$ cat src/rtl/taliesin_regfile_sb.sv
// rtl/taliesin_regfile_sb.sv - Taliesin 2R/2W register file with busy scoreboard
// r0 is hardwired to zero; wr1 (load) outranks wr0 (ALU) on collisions and bypass.
module taliesin_regfile_sb #(
   parameter int DATA_W = 32,
   parameter int ADDR_W = 4,
   parameter int BYPASS = 1
) (
   input  logic                   clk,
   input  logic                   rst_b,
   input  logic [ADDR_W-1:0]      rd_a_num,
   input  logic [ADDR_W-1:0]      rd_b_num,
   output logic [DATA_W-1:0]      rd_a_data,
   output logic [DATA_W-1:0]      rd_b_data,
   output logic                   rd_a_busy,
   output logic                   rd_b_busy,
   input  logic                   wr0_we,
   input  logic [ADDR_W-1:0]      wr0_num,
   input  logic [DATA_W-1:0]      wr0_data,
   input  logic                   wr1_we,
   input  logic [ADDR_W-1:0]      wr1_num,
   input  logic [DATA_W-1:0]      wr1_data,
   input  logic                   iss_en,
   input  logic [ADDR_W-1:0]      iss_num,
   output logic [(2**ADDR_W)-1:0] busy_vec
);

   localparam int NUM_REGS = 2**ADDR_W;

   logic [DATA_W-1:0]   store_q [NUM_REGS];
   logic [DATA_W-1:0]   store_d [NUM_REGS];
   logic [NUM_REGS-1:0] busy_q;
   logic [NUM_REGS-1:0] busy_d;

   logic wr0_act;
   logic wr1_act;

   assign wr0_act  = wr0_we && (wr0_num != '0);
   assign wr1_act  = wr1_we && (wr1_num != '0);
   assign busy_vec = busy_q;

   // wr1 is applied last so it wins when both ports hit the same register
   always_comb begin
      store_d = store_q;
      if (wr0_act) store_d[wr0_num] = wr0_data;
      if (wr1_act) store_d[wr1_num] = wr1_data;
   end

   // A fresh issue supersedes a completing writeback to the same register
   always_comb begin
      busy_d    = busy_q;
      busy_d[0] = 1'b0;
      for (int i = 1; i < NUM_REGS; i++) begin
         if (iss_en && (iss_num == ADDR_W'(i))) begin
            busy_d[i] = 1'b1;
         end else if ((wr0_we && (wr0_num == ADDR_W'(i))) ||
                      (wr1_we && (wr1_num == ADDR_W'(i)))) begin
            busy_d[i] = 1'b0;
         end
      end
   end

   always_ff @(posedge clk or negedge rst_b) begin
      if (!rst_b) begin
         for (int i = 0; i < NUM_REGS; i++) store_q[i] <= '0;
         busy_q <= '0;
      end else begin
         store_q <= store_d;
         busy_q  <= busy_d;
      end
   end

   always_comb begin
      rd_a_data = '0;
      rd_a_busy = 1'b0;
      if (rd_a_num != '0) begin
         if ((BYPASS != 0) && wr1_we && (wr1_num == rd_a_num)) begin
            rd_a_data = wr1_data;
         end else if ((BYPASS != 0) && wr0_we && (wr0_num == rd_a_num)) begin
            rd_a_data = wr0_data;
         end else begin
            rd_a_data = store_q[rd_a_num];
            rd_a_busy = busy_q[rd_a_num];
         end
      end
   end

   always_comb begin
      rd_b_data = '0;
      rd_b_busy = 1'b0;
      if (rd_b_num != '0) begin
         if ((BYPASS != 0) && wr1_we && (wr1_num == rd_b_num)) begin
            rd_b_data = wr1_data;
         end else if ((BYPASS != 0) && wr0_we && (wr0_num == rd_b_num)) begin
            rd_b_data = wr0_data;
         end else begin
            rd_b_data = store_q[rd_b_num];
            rd_b_busy = busy_q[rd_b_num];
         end
      end
   end

endmodule

$ cat config.mk
export PLATFORM = sky130hd
export DESIGN_NAME = taliesin_regfile_sb
export DESIGN_NICKNAME = d
export VERILOG_FILES = /design/src/rtl/taliesin_regfile_sb.sv
export SDC_FILE = /design/constraint.sdc
export NUM_CORES = 2
export LEC_CHECK = 0
export CAP_MARGIN = 5
export CORE_ASPECT_RATIO = 0.6
export CORE_MARGIN = 2
export CORE_UTILIZATION = 45
export DETAILED_ROUTE_END_ITERATION = 7
export MAX_ROUTING_LAYER = met4
export PLACE_DENSITY = 0.69
export SLEW_MARGIN = 20
export SYNTH_ARGS = -nofsm -noshare
export SYNTH_HDL_FRONTEND = slang
export SYNTH_SLANG_ARGS = --single-unit
$ cat constraint.sdc
create_clock -name clk -period 6.9 [get_ports clk]
set_input_delay 1.725 -clock clk [delete_from_list [all_inputs] [get_ports clk]]
set_output_delay 1.725 -clock clk [all_outputs]
set_load 0.1 [all_outputs]
Yosys cells after proc, flatten, opt, wreduce, memory -nomap -nowiden
Cells that the tools add are included.
- flip-flop bits (word level): 527
- input bits: 89
- output and inout bits: 82
- word-level logic and storage cells: 239
- magnitude comparators: 8
- eq/ne operators: 49
- muxes and demuxes: 60
- bitwise operators: 4
- reduce and logical (&&, ||, !) cells: 87
- operators with widths (cell ; number):
    512-bit bitwise mux ; 2
    512-bit two-way mux ; 2
    32-bit two-way mux ; 12
    32-bit binary-select mux with 4-bit select ; 2
    32-bit demux with 4-bit select ; 2
    4-bit equality test (second input constant) ; 24
    1-bit logical AND ; 53
    4-bit by 3-bit equality test with 1-bit output (second input constant) ; 12
    1-bit two-way mux ; 38
    2-bit nonzero test ; 15
    4-bit by 2-bit equality test with 1-bit output (second input constant) ; 6
    5-bit >= comparator (second input constant) ; 4
    4-bit NOT with 5-bit output ; 4
    4-bit equality test ; 4
    4-bit nonzero test ; 4
    1-bit logical OR ; 15
    4-bit by 1-bit equality test with 1-bit output (second input constant) ; 3
    4-bit by 5-bit less-than comparator with 1-bit output (second input constant) ; 2
    5-bit by 1-bit less-than comparator with 1-bit output (second input constant) ; 2
    1-bit binary-select mux with 4-bit select ; 2

Logic depth before layout (Yosys ltp)
- depth in word-level cells: 9
- depth in mapped cells: 9
- depth with buffers taken out: 5

Worst setup path before layout
Ideal clock, no wire load.
- path kind: input to output
- from: input rd_a_num[1]
- to: output rd_a_data[13]
- arrival time: 5.133 ns
- required time: 5.175 ns
- path slack: 0.042 ns
- stages on the path: 9
- path buffers: 5
- path through: buf_4 -> buf_6 -> buf_4 -> and2_1 -> clkbuf_1 -> clkbuf_1 -> nand2_1 -> nand3_1 -> a221oi_1
- cells in the longest elaborated chain, start to end: 7
- elaborated cells on any way between the ends: 12
- those cells by class: eq/ne (2); mux (6); bitwise (1); reduce/logical (3)
- RTL lines (item ; RTL line ; text):
    start: declaration ; 10 ; input logic [ADDR_W-1:0] rd_a_num,
    4-bit NOT with 5-bit output (not written as such) ; 81 ; rd_a_data = store_q[rd_a_num];
    32-bit binary-select mux with 4-bit select ; 81 ;
    32-bit two-way mux (not written as such) (2 in series) ; 81 ;
    32-bit two-way mux ; 78 ; end else if ((BYPASS != 0) && wr0_we && (wr0_num == rd_a_num)) begin
    32-bit two-way mux ; 76 ; if ((BYPASS != 0) && wr1_we && (wr1_num == rd_a_num)) begin
    32-bit two-way mux * ; 75 ; if (rd_a_num != '0) begin
    end: declaration ; 12 ; output logic [DATA_W-1:0] rd_a_data,
Every way passes the cells marked *; elsewhere a longest branch is shown, timed or not. The select of a mux whose other input is x is not followed.

Worst setup path after layout
- from: input wr1_num[3]
- to: output rd_a_data[31]
- cells in the longest elaborated chain, start to end: 4
- RTL lines (item ; RTL line ; text):
    start: declaration ; 20 ; input logic [ADDR_W-1:0] wr1_num,
    4-bit equality test ; 76 ;
    1-bit logical AND ; 76 ;
    32-bit two-way mux ; 76 ;
    32-bit two-way mux ; 75 ;
No other way between the ends.

==> summary.txt <==
Data arrival time of the critical path - 4.94 ns
Leakage power - 15.2 nW
Worst path slowest cell - a221oi_1
Die footprint - 0.0791 sq mm
Inserted Clock Buffers - 54
Layout area overhead - 13.1%
Root cell of the clock tree - clkbuf_16
Crit Path Max Fanout - 11
Post-CTS Repair Setup Buffers - 0
Setup crit end kind - primary output
Most instantiated cells after synthesis - 657 x nor2_1, 575 x a21oi_1, 527 x dfrtp_1
Worst EP required - 5.18 ns
Top cells by area, synth - dfrtp_1 38%, mux4_2 13%, mux2i_1 12%, a21oi_1 8.3%, nor2_1 7.1%
Crit-path cells - clkdlybuf4s50_1, xor2_1, nor3_2, and3_2, nor3_1, a221oi_1, buf_12
Headroom to the max-slew limit - 19.6%
Fmax - 150 MHz
Hold crit path type - flop to flop
FF-to-FF setup slack - 6.03 ns
Post-route non-filler standard cell count - 4592
Buffers & Inverters on Critical Path - 2
Die Y - 219 um
Peak supply drop - 0.186 mV
FF+latch count, synth - 527
Initial antenna violation count - 32
CTS tree - done
DRC viols - 0
Vias in the first global route - 28200
Hold path depth - 0
Worst setup startpoint - wr1_num[3]
CP Class - input port to primary output
Nets - 3612
Vias per cell - 6.65
Clk Latency, worst-skew pair - 0.64 ns
Sequential fraction of the synthesis area - 38.1%
Worst reg2reg path depth - 2
PwrDens - 299 mW/mm^2
Clk sink count - 527
Antenna viol nets, final - 0
Avg Cell Area, Syn - 9.48 sq um
Clock Tree Buf Depth - 3
Warnings, synthesis - 0
Cells after synthesis - 3646
Placer Congestion - 0.949
Total track usage - 34.8%
Post-Place Cells - 4465
Final WL - 136 mm
GR Overflow Total - 0
Max Cap Viol - 0
Final period utilization - 96.6%
Worst Tran Pin Value - 1.21 ns
Origin of the worst min-delay path - store_q[481]
Hold buffer count at cts - 0
Total core area - 0.0758 sq mm
Synth cell types - 47
Outcome - finished, final reports clean
Critical path startpoint category - input port
# H-tree levels - 2
Post-cts gate resize count - 0
Final Hold Viols - 0
CP peak stage delay - 1.00 ns
Num rows - 78
Clock slew at reported path FFs - 0.06 ns
DP HPWL - 82.8 mm
Vias post-DR - 30500
Max-slew violations - 0
Share of the synthesized area in the top cell type - 38.1%
Top-count cell post-synth - nor2_1
Final setup fails - 0
Mapped Area - 0.0346 sq mm
I/O pin count - 171
Synth Flop Type - dfrtp_1
Worst clock skew - 0 ns
Initial Utilization - 45.6%
WHS Endpoint - store_q[481]
Synth Net Count - 3735
Min Tclk post-route - 6.66 ns
Worst R2R End - store_q[184]
Async S/R FF share, synth - 100%
Top delay family on crit path - simple AND/OR/NAND/NOR gates
Share of layout cells above drive strength 1 - 18.5%
RSZ-0062 raised after global routing - no
Routed length per instance - 29.6 um
Port-buffer cells - 169
Die width - 362 um
Reg-to-reg startpoint - store_q[184]
Pin count of the biggest net entering global routing - 134
Starting DRT DRC Count - 5472
Global-route wire length before repair - 197 mm
Number of synthesized flops with an enable pin - 0
Detailed Routing Iterations Pass 1 - 8
Final TNS setup - 0 ns
Cell taking the most area after synthesis - dfrtp_1
## worst reg2reg max path, stage by stage (launching register included)
cell and delay, ns:
dfrtp_1 0.41, mux2i_1 0.14, o21ai_0 0.13
## state kept, by name, indices dropped and copies added, names as in the netlist
signal,count
busy_vec,15
store_q,512
## metal layers
metal  wire [um]  vias to the layer above  global-route usage [%]
met4        4530                        0                    11.0
li1            -                    12700                       -
met3       23700                      372                    14.5
met5           0                        -                       -
met1       54200                    14900                    48.9
met2       53600                     2590                    44.8
## placed cells by master (no fill, tap or decap), types with 37 or more instances in the layout
master,count
clkdlybuf4s50_1,94
mux2i_1,419
nand3_1,37
o21ai_0,189
buf_12,78
mux2_2,64
nor2_1,651
mux4_2,199
nand2_1,247
clkbuf_16,55
dfrtp_1,527
a21oi_1,575
buf_4,88
## stage by stage
| stage | setup slack, ns | hold WS [ns] | total power, W | util, % | cell area (sq um) |
|---|---|---|---|---|---|
| detailed placement | 0.510 | 0.382 | 0.00848 | 49.0 | 37200 |
| global placement | 0.516 | 0.377 | 0.00839 | 49.0 | 37200 |
| finish | 0.236 | 0.397 | 0.0117 | 51.6 | 39100 |
| global route | 0.185 | 0.410 | 0.0121 | 51.6 | 39100 |
| CTS | 0.509 | 0.397 | 0.0116 | 51.4 | 39000 |
| floorplan | 0.0423 | 0.441 | 0.00715 | - | 34600 |
## kinds of logic after synthesis
logic type / count (synthesis) / share of synthesized area, %
AO/OA/AOI/OAI: 882 / 14.8
XOR/XNOR: 16 / 0.405
buffers and inverters: 478 / 6.37
flip-flops: 527 / 38.1
multiplexers: 683 / 27.2
other: 1 / 0.0108
AND/OR/NAND/NOR: 1059 / 13.0
## power breakdown
group	switching, W	total [W]	internal (W)	leakage (nW)
Sequential	0.000599	0.00443	0.00383	6.31
Combinational	0.00237	0.00414	0.00176	8.04
Clock	0.00136	0.00315	0.00179	0.898
Total	0.00433	0.0117	0.00737	15.2
## worst max path at each step
stage	endpoint	slack [ns]	cells after the start
after global placement	rd_a_data[31]	0.52	7
after floorplan	rd_a_data[13]	0.04	9
after CTS	rd_a_data[31]	0.51	7
after detailed placement	rd_a_data[31]	0.51	7
after global routing	rd_a_data[31]	0.19	7
final	rd_a_data[31]	0.24	7
## layout make-up
| cell class | instances | area [sq um] |
|---|---|---|
| clock buffer | 81 | 1600 |
| multi-input combinational | 2641 | 19400 |
| antenna | 27 | 67.6 |
| clock inverter | 17 | 223 |
| fill | 6693 | 36700 |
| timing repair buffer | 266 | 3260 |
| tap | 1000 | 1250 |
| sequential | 527 | 13200 |
| inverter | 33 | 124 |
No activity file was read; power rests on OpenSTA's default activity.
